===== src/rtl/pic_pkg.sv =====
// rtl/pic_pkg.sv - shared types and level/vector helpers for the PIC priority stage
package pic_pkg;

    localparam int PIC_NUM_IRQ = 8;
    localparam int PIC_LVL_W   = 3;

    typedef logic [PIC_NUM_IRQ-1:0] irq_vec_t;
    typedef logic [PIC_LVL_W-1:0]   irq_lvl_t;

    function automatic irq_vec_t lvl2onehot(input irq_lvl_t lvl);
        irq_vec_t v;
        v = '0;
        v[lvl] = 1'b1;
        return v;
    endfunction

    function automatic irq_lvl_t onehot2lvl(input irq_vec_t v);
        irq_lvl_t lvl;
        lvl = '0;
        for (int i = 0; i < PIC_NUM_IRQ; i++) begin
            if (v[i]) lvl = irq_lvl_t'(i);
        end
        return lvl;
    endfunction

    function automatic irq_vec_t rotate_right(input irq_vec_t v, input irq_lvl_t lvl);
        logic [2*PIC_NUM_IRQ-1:0] w;
        w = {v, v} >> lvl;
        return w[PIC_NUM_IRQ-1:0];
    endfunction

    function automatic irq_vec_t rotate_left(input irq_vec_t v, input irq_lvl_t lvl);
        logic [2*PIC_NUM_IRQ-1:0] w;
        w = {v, v} << lvl;
        return w[2*PIC_NUM_IRQ-1:PIC_NUM_IRQ];
    endfunction

    // Position in the priority order below ptr: 0 is the highest priority level.
    function automatic irq_lvl_t prio_rank(input irq_lvl_t lvl, input irq_lvl_t ptr);
        return lvl - ptr - 3'd1;
    endfunction

endpackage


===== src/rtl/pic_irq_priority_if.sv =====
// rtl/pic_irq_priority_if.sv - control-block strobes in, request/status back to control
interface pic_irq_priority_if;
    import pic_pkg::*;

    logic     level_edge_triggered;
    irq_vec_t int_mask;
    irq_vec_t eoi;
    logic     latch_in_service;
    logic     clear_all;
    logic     priority_rotate;
    irq_lvl_t priority_bottom;

    logic     interrupt_request;
    irq_vec_t highest_level_in_service;
    irq_vec_t irr;
    irq_vec_t isr;
    irq_vec_t acknowledge_interrupt;

    modport master (
        output level_edge_triggered, int_mask, eoi, latch_in_service, clear_all,
               priority_rotate, priority_bottom,
        input  interrupt_request, highest_level_in_service, irr, isr, acknowledge_interrupt
    );

    modport slave (
        input  level_edge_triggered, int_mask, eoi, latch_in_service, clear_all,
               priority_rotate, priority_bottom,
        output interrupt_request, highest_level_in_service, irr, isr, acknowledge_interrupt
    );

endinterface


===== src/rtl/pic_priority_encoder.sv =====
// rtl/pic_priority_encoder.sv - rotated find-first-set; highest priority is ptr+1
module pic_priority_encoder
    import pic_pkg::*;
(
    input  irq_vec_t vec,
    input  irq_lvl_t ptr,
    output irq_vec_t onehot,
    output logic     valid
);

    irq_lvl_t lvl;

    always_comb begin
        onehot = '0;
        valid  = 1'b0;
        lvl    = '0;
        for (int i = 0; i < PIC_NUM_IRQ; i++) begin
            lvl = ptr + irq_lvl_t'(i + 1);
            if (!valid && vec[lvl]) begin
                onehot = lvl2onehot(lvl);
                valid  = 1'b1;
            end
        end
    end

endmodule


===== src/rtl/pic_irq_priority.sv =====
// rtl/pic_irq_priority.sv - IRR/ISR/priority resolution; rotation under PIC_PRIORITY_ROTATE_EN
module pic_irq_priority
    import pic_pkg::*;
#(
    parameter int IRQ_SYNC_STAGES = 2
) (
    input  logic                     clk,
    input  logic                     reset,
    input  irq_vec_t                 irq,
    pic_irq_priority_if.slave        ctl
);

    irq_vec_t irq_s;
    irq_vec_t irq_d_q, irq_d_d;
    irq_vec_t irr_q, irr_d;
    irq_vec_t isr_q, isr_d;
    irq_vec_t ack_q, ack_d;
    logic     int_req_q, int_req_d;
    irq_lvl_t ptr;

    generate
        if (IRQ_SYNC_STAGES == 0) begin : g_nosync
            assign irq_s = irq;
        end else begin : g_sync
            irq_vec_t sync_q [IRQ_SYNC_STAGES];
            always_ff @(posedge clk) begin
                if (reset) begin
                    for (int k = 0; k < IRQ_SYNC_STAGES; k++) sync_q[k] <= '0;
                end else begin
                    sync_q[0] <= irq;
                    for (int k = 1; k < IRQ_SYNC_STAGES; k++) sync_q[k] <= sync_q[k-1];
                end
            end
            assign irq_s = sync_q[IRQ_SYNC_STAGES-1];
        end
    endgenerate

`ifdef PIC_PRIORITY_ROTATE_EN
    irq_lvl_t ptr_q, ptr_d;
    assign ptr = ptr_q;
`else
    logic unused_rotate;
    assign ptr           = 3'd7;
    assign unused_rotate = ^{ctl.priority_rotate, ctl.priority_bottom};
`endif

    irq_vec_t cand, win_oh, isr_oh, latched;
    logic     win_found, isr_found, winner_valid;

    assign cand = irr_q & ~ctl.int_mask;

    pic_priority_encoder u_cand_enc (.vec(cand),  .ptr(ptr), .onehot(win_oh), .valid(win_found));
    pic_priority_encoder u_isr_enc  (.vec(isr_q), .ptr(ptr), .onehot(isr_oh), .valid(isr_found));

    // Fully nested: an equal rank means the winner is itself in service, so it is blocked.
    assign winner_valid = win_found &&
        (!isr_found || (prio_rank(onehot2lvl(win_oh), ptr) < prio_rank(onehot2lvl(isr_oh), ptr)));
    assign latched = (ctl.latch_in_service && winner_valid) ? win_oh : '0;

    always_comb begin
        irq_d_d   = irq_s;
        int_req_d = winner_valid;
        isr_d     = (isr_q & ~ctl.eoi) | latched;
        ack_d     = ack_q;
        if (ctl.level_edge_triggered) irr_d = irq_s;
        else                          irr_d = (irr_q | (irq_s & ~irq_d_q)) & irq_s & ~latched;
        if (ctl.latch_in_service) ack_d = winner_valid ? win_oh : lvl2onehot(3'd7);
`ifdef PIC_PRIORITY_ROTATE_EN
        ptr_d = ctl.priority_rotate ? ctl.priority_bottom : ptr_q;
`endif
        if (ctl.clear_all) begin
            irr_d     = '0;
            isr_d     = '0;
            ack_d     = '0;
            int_req_d = 1'b0;
`ifdef PIC_PRIORITY_ROTATE_EN
            ptr_d     = 3'd7;
`endif
        end
    end

    always_ff @(posedge clk) begin
        if (reset) begin
            irq_d_q   <= '0;
            irr_q     <= '0;
            isr_q     <= '0;
            ack_q     <= '0;
            int_req_q <= 1'b0;
`ifdef PIC_PRIORITY_ROTATE_EN
            ptr_q     <= 3'd7;
`endif
        end else begin
            irq_d_q   <= irq_d_d;
            irr_q     <= irr_d;
            isr_q     <= isr_d;
            ack_q     <= ack_d;
            int_req_q <= int_req_d;
`ifdef PIC_PRIORITY_ROTATE_EN
            ptr_q     <= ptr_d;
`endif
        end
    end

    assign ctl.interrupt_request        = int_req_q;
    assign ctl.highest_level_in_service = isr_oh;
    assign ctl.irr                      = irr_q;
    assign ctl.isr                      = isr_q;
    assign ctl.acknowledge_interrupt    = ack_q;

endmodule


===== src/flat_wrapper.sv =====
// flat-port wrapper written by rule: the top's interface ports become plain ports
module pic_irq_priority_flat import pic_pkg::*;
#(
    parameter int IRQ_SYNC_STAGES = 2
)
  (clk, reset, irq, ctl_level_edge_triggered, ctl_int_mask, ctl_eoi, ctl_latch_in_service, ctl_clear_all, ctl_priority_rotate, ctl_priority_bottom, ctl_interrupt_request, ctl_highest_level_in_service, ctl_irr, ctl_isr, ctl_acknowledge_interrupt);
  pic_irq_priority_if ctl_i ();
  input  logic clk;
  input  logic reset;
  input  irq_vec_t irq;
  input wire logic [$bits(ctl_i.level_edge_triggered)-1:0] ctl_level_edge_triggered;
  input wire logic [$bits(ctl_i.int_mask)-1:0] ctl_int_mask;
  input wire logic [$bits(ctl_i.eoi)-1:0] ctl_eoi;
  input wire logic [$bits(ctl_i.latch_in_service)-1:0] ctl_latch_in_service;
  input wire logic [$bits(ctl_i.clear_all)-1:0] ctl_clear_all;
  input wire logic [$bits(ctl_i.priority_rotate)-1:0] ctl_priority_rotate;
  input wire logic [$bits(ctl_i.priority_bottom)-1:0] ctl_priority_bottom;
  output wire logic [$bits(ctl_i.interrupt_request)-1:0] ctl_interrupt_request;
  output wire logic [$bits(ctl_i.highest_level_in_service)-1:0] ctl_highest_level_in_service;
  output wire logic [$bits(ctl_i.irr)-1:0] ctl_irr;
  output wire logic [$bits(ctl_i.isr)-1:0] ctl_isr;
  output wire logic [$bits(ctl_i.acknowledge_interrupt)-1:0] ctl_acknowledge_interrupt;
  assign ctl_i.level_edge_triggered = ctl_level_edge_triggered;
  assign ctl_i.int_mask = ctl_int_mask;
  assign ctl_i.eoi = ctl_eoi;
  assign ctl_i.latch_in_service = ctl_latch_in_service;
  assign ctl_i.clear_all = ctl_clear_all;
  assign ctl_i.priority_rotate = ctl_priority_rotate;
  assign ctl_i.priority_bottom = ctl_priority_bottom;
  assign ctl_interrupt_request = ctl_i.interrupt_request;
  assign ctl_highest_level_in_service = ctl_i.highest_level_in_service;
  assign ctl_irr = ctl_i.irr;
  assign ctl_isr = ctl_i.isr;
  assign ctl_acknowledge_interrupt = ctl_i.acknowledge_interrupt;
  pic_irq_priority #(.IRQ_SYNC_STAGES(IRQ_SYNC_STAGES)) u_core (.clk(clk), .reset(reset), .irq(irq), .ctl(ctl_i));
endmodule

===== config.mk =====
export PLATFORM = sky130hd
export DESIGN_NAME = pic_irq_priority_flat
export DESIGN_NICKNAME = d
export VERILOG_FILES = /design/src/rtl/pic_pkg.sv /design/src/rtl/pic_irq_priority_if.sv /design/src/rtl/pic_priority_encoder.sv /design/src/rtl/pic_irq_priority.sv /design/src/flat_wrapper.sv
export SDC_FILE = /design/constraint.sdc
export NUM_CORES = 1
export LEC_CHECK = 0
export ABC_AREA = 1
export BUFFER_PORTS_ARGS = -buffer_cell sky130_fd_sc_hd__buf_2
export CAP_MARGIN = 25
export CORE_MARGIN = 5
export CORE_UTILIZATION = 50
export CTS_CLUSTER_DIAMETER = 30
export DETAILED_ROUTE_END_ITERATION = 8
export GPL_TIMING_DRIVEN = 0
export PLACE_DENSITY = 0.87
export SLEW_MARGIN = 30
export SYNTH_ARGS = -nofsm -noshare
export SYNTH_HDL_FRONTEND = slang
export SYNTH_SLANG_ARGS = --single-unit

===== constraint.sdc =====
create_clock -name clk -period 2.5 [get_ports clk]
set_input_delay 0.5 -clock clk [delete_from_list [all_inputs] [get_ports clk]]
set_output_delay 0.5 -clock clk [all_outputs]
set_load 0.03 [all_outputs]

==> results.cfg, run 1 <==
[global_routing]
grt_use_total_pct = 15.9
grt_pass1_wl_um = 6670
gr-total-overflow = 0
antenna_found_initial = 0
first_global_vias = 1675
grt_max_degree = 16

[yosys]
synth_top_area_cell = dfxtp_1
avgSynthCellArea_sq_um = 7.55
synth_top_area_share_pct = 47.8
ys_ff_latch = 49
synth.distinct_cells = 23
yosys-top-cells-area = dfxtp_1 (48%), inv_1 (11%), nand2_1 (9.0%)
yosysWarnings = 0
netlist_instances = 272
seq_area_frac_synth_pct = 47.8
synthesis.area_sq_mm = 0.00205
syn_nets = 307

[timing]
worst_slew_pin_slew_ns = 0.700
clock.fmax_ghz = 0.437
period_share_pct = 91.6
clock_skew_ns = 0.00412
fin_tns_setup_ns = 0
slew_violations = 0
timing.slew.headroom_pct = 53.2
period_needed_ns = 2.29
hold_viol_final = 0
finalSetupViolations = 0

[floorplan]
coreArea_sq_mm = 0.00400
start_util_pct = 51.3
die-area_sq_mm = 0.00549
num_io_pins = 66
die_h_um = 74.1
die_x_um = 74.1
rows = 23

[power]
peakVddDrop_uv = 460
p_leak_nw = 1.46
power_density_mw_per_mm2 = 567

[final_layout]
antenna_cells = 0
final_cell_mix = inv_1 (60), buf_2 (60), dfxtp_1 (48)
finalNetCount = 375
stdcell_count = 391
design_area_sq_mm = 0.00257
area_delta_synth_final_pct = 25.4
layout-drive-gt1-share_pct = 29.6

[setup_path]
path_class = flip-flop to flip-flop
cp_max_fo = 10
crit_slowest_cell = dfxtp_1
startpoint_type = flip-flop
crit_chain = nand2_1, nand4_1, nor2_2, nand2_2, a21oi_4, a21oi_2, nand2_1, ha_1, a21oi_1, nand2_2, nand2_8, nand4_2, nand2_1, a21oi_1
crit_required_ns = 2.69
critPathArrivalTime_ns = 2.48
crit_path_end_kind = flip-flop
cpPeakStageDelay_ns = 0.32
crit_top_cell = nand2_1

[routing]
vias_per_cell = 4.62
drtIter0Drc = 65
detail_route.wl_per_cell_um = 10.4
drc = 0
wl_um = 4070
first_pass_iters = 4
vias = 1806
ant_nets = 0

[clock_tree]
clkSlewWorstSetupHoldPaths_ns = 0.08
cts_buffer_depth = 2
insertion_delay_ns = 0.30
htreeDepth = 2
root_buffer = clkbuf_8
cts_tree = yes
cts_buffers = 5
clkSinkCount = 49

[placed_design]
port_buffers = 60
dpl-instance-area_sq_mm = 0.00243
routabilityCongestion = 0.860
dp_cells = 382
post-dp-hpwl_um = 3350

[worst_hold_path]
min_path_type = primary input to flip-flop

[job]
maxCapViolCount = 0

[outcome]
status = finished, final reports clean
==> cells by family after synthesis <==
| group | Yosys count | synth area share, % |
|---|---|---|
| buffers and inverters | 66 | 12.6 |
| and+or+nand+nor | 126 | 30.5 |
| adders and majority gates | 2 | 1.22 |
| DFF | 49 | 47.8 |
| AOI/OAI and AO/OA | 29 | 7.92 |
==> final timing paths <==
kind | from | to | slack, ns | depth (start not counted)
max | u_core.ctl.irr[2] | u_core.ctl.irr[5] | 0.21 | 14
min | irq[2] | u_core.g_sync.sync_q[0][2] | 0.39 | 3
max reg2reg | u_core.ctl.irr[2] | u_core.ctl.irr[5] | 0.21 | 14
min reg2reg | u_core.g_sync.sync_q[0][2] | u_core.g_sync.sync_q[0][10] | 0.41 | 2
==> Yosys cell counts <==
| cell | instances |
|---|---|
| clkbuf_1 | 4 |
| nand4_4 | 1 |
| inv_1 | 60 |
| nand3_1 | 5 |
| nand4_1 | 4 |
| nor2_1 | 44 |
| a21oi_2 | 1 |
| ha_1 | 2 |
| or2_2 | 6 |
| nor3_1 | 2 |
| nor2_2 | 4 |
| o21ai_0 | 1 |
| nand2_1 | 49 |
| clkbuf_4 | 1 |
| a21oi_1 | 25 |
| nand3b_1 | 1 |
| nand2_2 | 1 |
| nand2_8 | 1 |
| dfxtp_1 | 49 |
| dlygate4sd3_1 | 1 |
| nand4_2 | 8 |
| o211ai_1 | 1 |
| o21ai_4 | 1 |
==> sequential cells by signal (all words and copies together), names as in the netlist <==
register,count
u_core.ctl.isr,8
u_core.ctl.irr,8
u_core.ctl.acknowledge_interrupt,8
u_core.ctl.interrupt_request,1
u_core.g_sync.sync_q,16
u_core.irq_d_q,8
==> layout make-up <==
| cell class | count | area (sq um) |
|---|---|---|
| plain buffers | 6 | 32.5 |
| clock buffers | 6 | 72.6 |
| clock inverters | 2 | 38.8 |
| fillers | 351 | 1430 |
| inverters | 60 | 225 |
| multi-input cells | 157 | 853 |
| flip-flops and latches | 49 | 982 |
| well taps | 50 | 62.6 |
| repair buffers | 61 | 308 |
==> report_power, final <==
part | switching (mW) | total, mW | internal [mW]
Sequential | 0.00717 | 0.806 | 0.799
Clock | 0.250 | 0.550 | 0.300
Combinational | 0.0653 | 0.105 | 0.0396
Total | 0.322 | 1.46 | 1.14
==> per-stage QoR <==
stage               hold slack [ns]  setup slack, ns  utilization [%]  power [mW]
finish                        0.393            0.210             64.4        1.46
global route                  0.384        -0.000438             64.4        1.52
CTS                           0.384            0.139             63.4        1.47
detailed placement            0.394           -0.127             60.7       0.926
global placement              0.389          -0.0921             60.7       0.921
floorplan                     0.388           0.0492                -       0.888
==> metal layers <==
metal  vias to the layer above  global-route usage, %  wire (um)
met4                         0                   5.43         54
met1                       783                   16.2       1670
met2                        50                   30.2       1980
li1                        966                      -          -
met5                         -                      0          0
met3                         7                   4.86        368
==> worst max-delay path: cells and delay by family (launching register included) <==
kind / cells / cell delay (ns)
AND/OR/NAND/NOR: 9 / 1.13
flip-flops: 1 / 0.32
AO/OA/AOI/OAI: 4 / 0.49
adder cells (fa/ha/maj): 1 / 0.24
==> what timing repair did <==
item / in CTS / in global routing
resized for setup: 0 / 9
hold buffers: 0 / 0
buffers inserted: 0 / 1
setup endpoints to repair: 0 / 24
Note: power is estimated with default switching activity, not from simulation.
==> inputs of run 2 (changes only) <==
--- a/config.mk
+++ b/config.mk
@@ -8,12 +8,12 @@
 export ABC_AREA = 1
 export BUFFER_PORTS_ARGS = -buffer_cell sky130_fd_sc_hd__buf_2
 export CAP_MARGIN = 25
-export CORE_MARGIN = 5
+export CORE_MARGIN = 2
 export CORE_UTILIZATION = 50
 export CTS_CLUSTER_DIAMETER = 30
 export DETAILED_ROUTE_END_ITERATION = 8
 export GPL_TIMING_DRIVEN = 0
-export PLACE_DENSITY = 0.87
+export PLACE_DENSITY = 0.81
 export SLEW_MARGIN = 30
 export SYNTH_ARGS = -nofsm -noshare
 export SYNTH_HDL_FRONTEND = slang
==> run 2 against run 1 <==
First-iteration DRC count down 9.2%. Via count shrank 0.66%. Final area down 0.73%. Total power is 0.59% higher. Non-clock buffer count did not move.
==> results.cfg, run 2 (synthesis gave the netlist of run 1 again) <==
[routing]
wl_um = 3920
drc = 0
first_pass_iters = 4
drtIter0Drc = 59
ant_nets = 0
vias = 1794
vias_per_cell = 4.59
detail_route.wl_per_cell_um = 10.0

[power]
power_frac_comb_pct = 7.0
switching_share_pct = 22.6
intPower_mw = 1.14
p_clk_share_pct = 38.2
power_density_mw_per_mm2 = 575
p_seq_share_pct = 54.8
switchingPower_uw = 332
p_leak_nw = 1.46
peakVddDrop_uv = 487

[timing]
period_share_pct = 92.2
setup_slack_ns = 0.196
finalSetupViolations = 0
hold_viol_final = 0
clock_skew_ns = 0.00604
clock.fmax_ghz = 0.434
worst_slew_pin_slew_ns = 0.647
slew_violations = 0
period_needed_ns = 2.30
timing.slew.headroom_pct = 56.7
rsz0062_at_grt = no

[final_layout]
antenna_cells = 0
fillCellCount = 386
multi_input_area_sq_um = 835
largest_reg_flops = 16
stdcell_count = 391
top_register = u_core.g_sync.sync_q
layout-drive-gt1-share_pct = 28.2
final_cell_mix = inv_1 (60), buf_2 (60), nand2_1 (49), dfxtp_1 (49), nor2_1 (43)
final-seq-area_sq_um = 981
finalNetCount = 375
area_delta_synth_final_pct = 24.5

[placed_design]
post-dp-hpwl_um = 3070
dp_cells = 382
dp_worst_setup_slack_ns = -0.138
port_buffers = 60
routabilityCongestion = 0.769

[worst_hold_path]
min-delay-start = irq[0]
whs_path_depth = 3
worst_hold_path.endpoint = u_core.g_sync.sync_q[0][0]
min_path_type = primary input to flip-flop

[global_routing]
first_global_vias = 1484
antenna_found_initial = 0
grt_use_total_pct = 17.5
gr-total-overflow = 0
grt_max_degree = 17
grt_pass1_wl_um = 6140

[setup_path]
rr_worst_depth = 15
crit_path_end_kind = flip-flop
path_class = flip-flop to flip-flop
crit_required_ns = 2.69
startpoint_type = flip-flop
critPathArrivalTime_ns = 2.49
rrSetupSlack_ns = 0.20
r2r-start = u_core.ctl.isr[0]
r2r-end = u_core.ctl.irr[5]
cp_max_fo = 10

[floorplan]
rows = 23
coreArea_sq_mm = 0.00397
die_x_um = 68.1
num_io_pins = 66
die-area_sq_mm = 0.00463
die_h_um = 68.1
start_util_pct = 51.7

[clock_tree]
insertion_delay_ns = 0.30
clkSlewWorstSetupHoldPaths_ns = 0.09
htreeDepth = 2
root_buffer = clkbuf_8
cts_buffer_depth = 2
cts_buffers = 5
clkSinkCount = 49
cts_tree = yes

[outcome]
status = finished, final reports clean

[job]
maxCapViolCount = 0
==> run 2: changes by cell type in the layout (fill, tap and decap cells not counted), sizes merged <==
cell    change
clkbuf      -1
inv         +1
==> run 2: power by group through the flow <==
stage / clock (mW) / combinational, mW / sequential (mW)
after floorplan: 0 / 0.0579 / 0.830
after global placement: 0 / 0.0979 / 0.823
after detailed placement: 0 / 0.100 / 0.824
after CTS: 0.574 / 0.101 / 0.806
after global routing: 0.610 / 0.116 / 0.808
final: 0.561 / 0.103 / 0.806
==> run 2: layout make-up <==
| type | instances | area share, % |
|---|---|---|
| Sequential cell | 49 | 38.4 |
| Multi-Input combinational cell | 157 | 32.6 |
| Timing Repair Buffer | 61 | 12.0 |
| Inverter | 60 | 8.81 |
| Clock buffer | 5 | 2.69 |
| Tap cell | 50 | 2.45 |
| Clock inverter | 3 | 1.71 |
| Buffer | 6 | 1.27 |
==> run 2: metal layers <==
| layer | wire length (um) | part of all wire, % | track usage (%) |
|---|---|---|---|
| met3 | 266 | 6.8 | 3.95 |
| met5 | 0 | 0 | 0 |
| met2 | 1940 | 50 | 31.9 |
| met4 | 44 | 1.1 | 6.75 |
| met1 | 1670 | 42 | 19.7 |
==> run 2: timing repair <==
| item | CTS | global route |
|---|---|---|
| setup endpoints to repair | 0 | 22 |
| buffers inserted | 0 | 1 |
| hold buffers | 0 | 0 |
| gates resized for setup | 0 | 2 |
==> run 2: worst max-delay path by stage <==
stage                                  from                 to  slack [ns]  cells past startpoint
after CTS                 u_core.ctl.irr[0]  u_core.ctl.irr[5]        0.09                     14
final                     u_core.ctl.isr[0]  u_core.ctl.irr[5]        0.20                     15
after detailed placement    ctl_int_mask[1]  u_core.ctl.irr[5]       -0.14                     16
after global routing      u_core.ctl.irr[1]  u_core.ctl.irr[5]        0.01                     14
after floorplan           u_core.ctl.isr[0]  u_core.ctl.irr[0]        0.05                     13
after global placement      ctl_int_mask[0]  u_core.ctl.irr[5]       -0.11                     16
==> run 2: through the flow <==
stage	hold slack [ns]	TNS, ns	total power, mW	util (%)	instance area (sq um)
6_report	0.394	0	1.47	64.4	2560
5_1_grt	0.387	0	1.53	64.4	2560
4_1_cts	0.386	0	1.48	63.9	2540
3_5_place_dp	0.395	-1.65	0.925	61.1	2430
3_3_place_gp	0.389	-0.893	0.921	61.1	2430
2_1_floorplan	0.388	0	0.888	-	2060
==> run 2: critical path, stage by stage, from the launching register on <==
cell and delay, ns:
dfxtp_1 0.38, nor2_2 0.18, nand4_2 0.16, nor2_2 0.14, nand3_1 0.10, inv_1 0.08
nor2_1 0.05, nand2_1 0.07, inv_1 0.04, ha_1 0.29, a21oi_1 0.18, nand2_2 0.11
nand2_8 0.12, nand4_2 0.14, nand2_1 0.10, a21oi_1 0.06
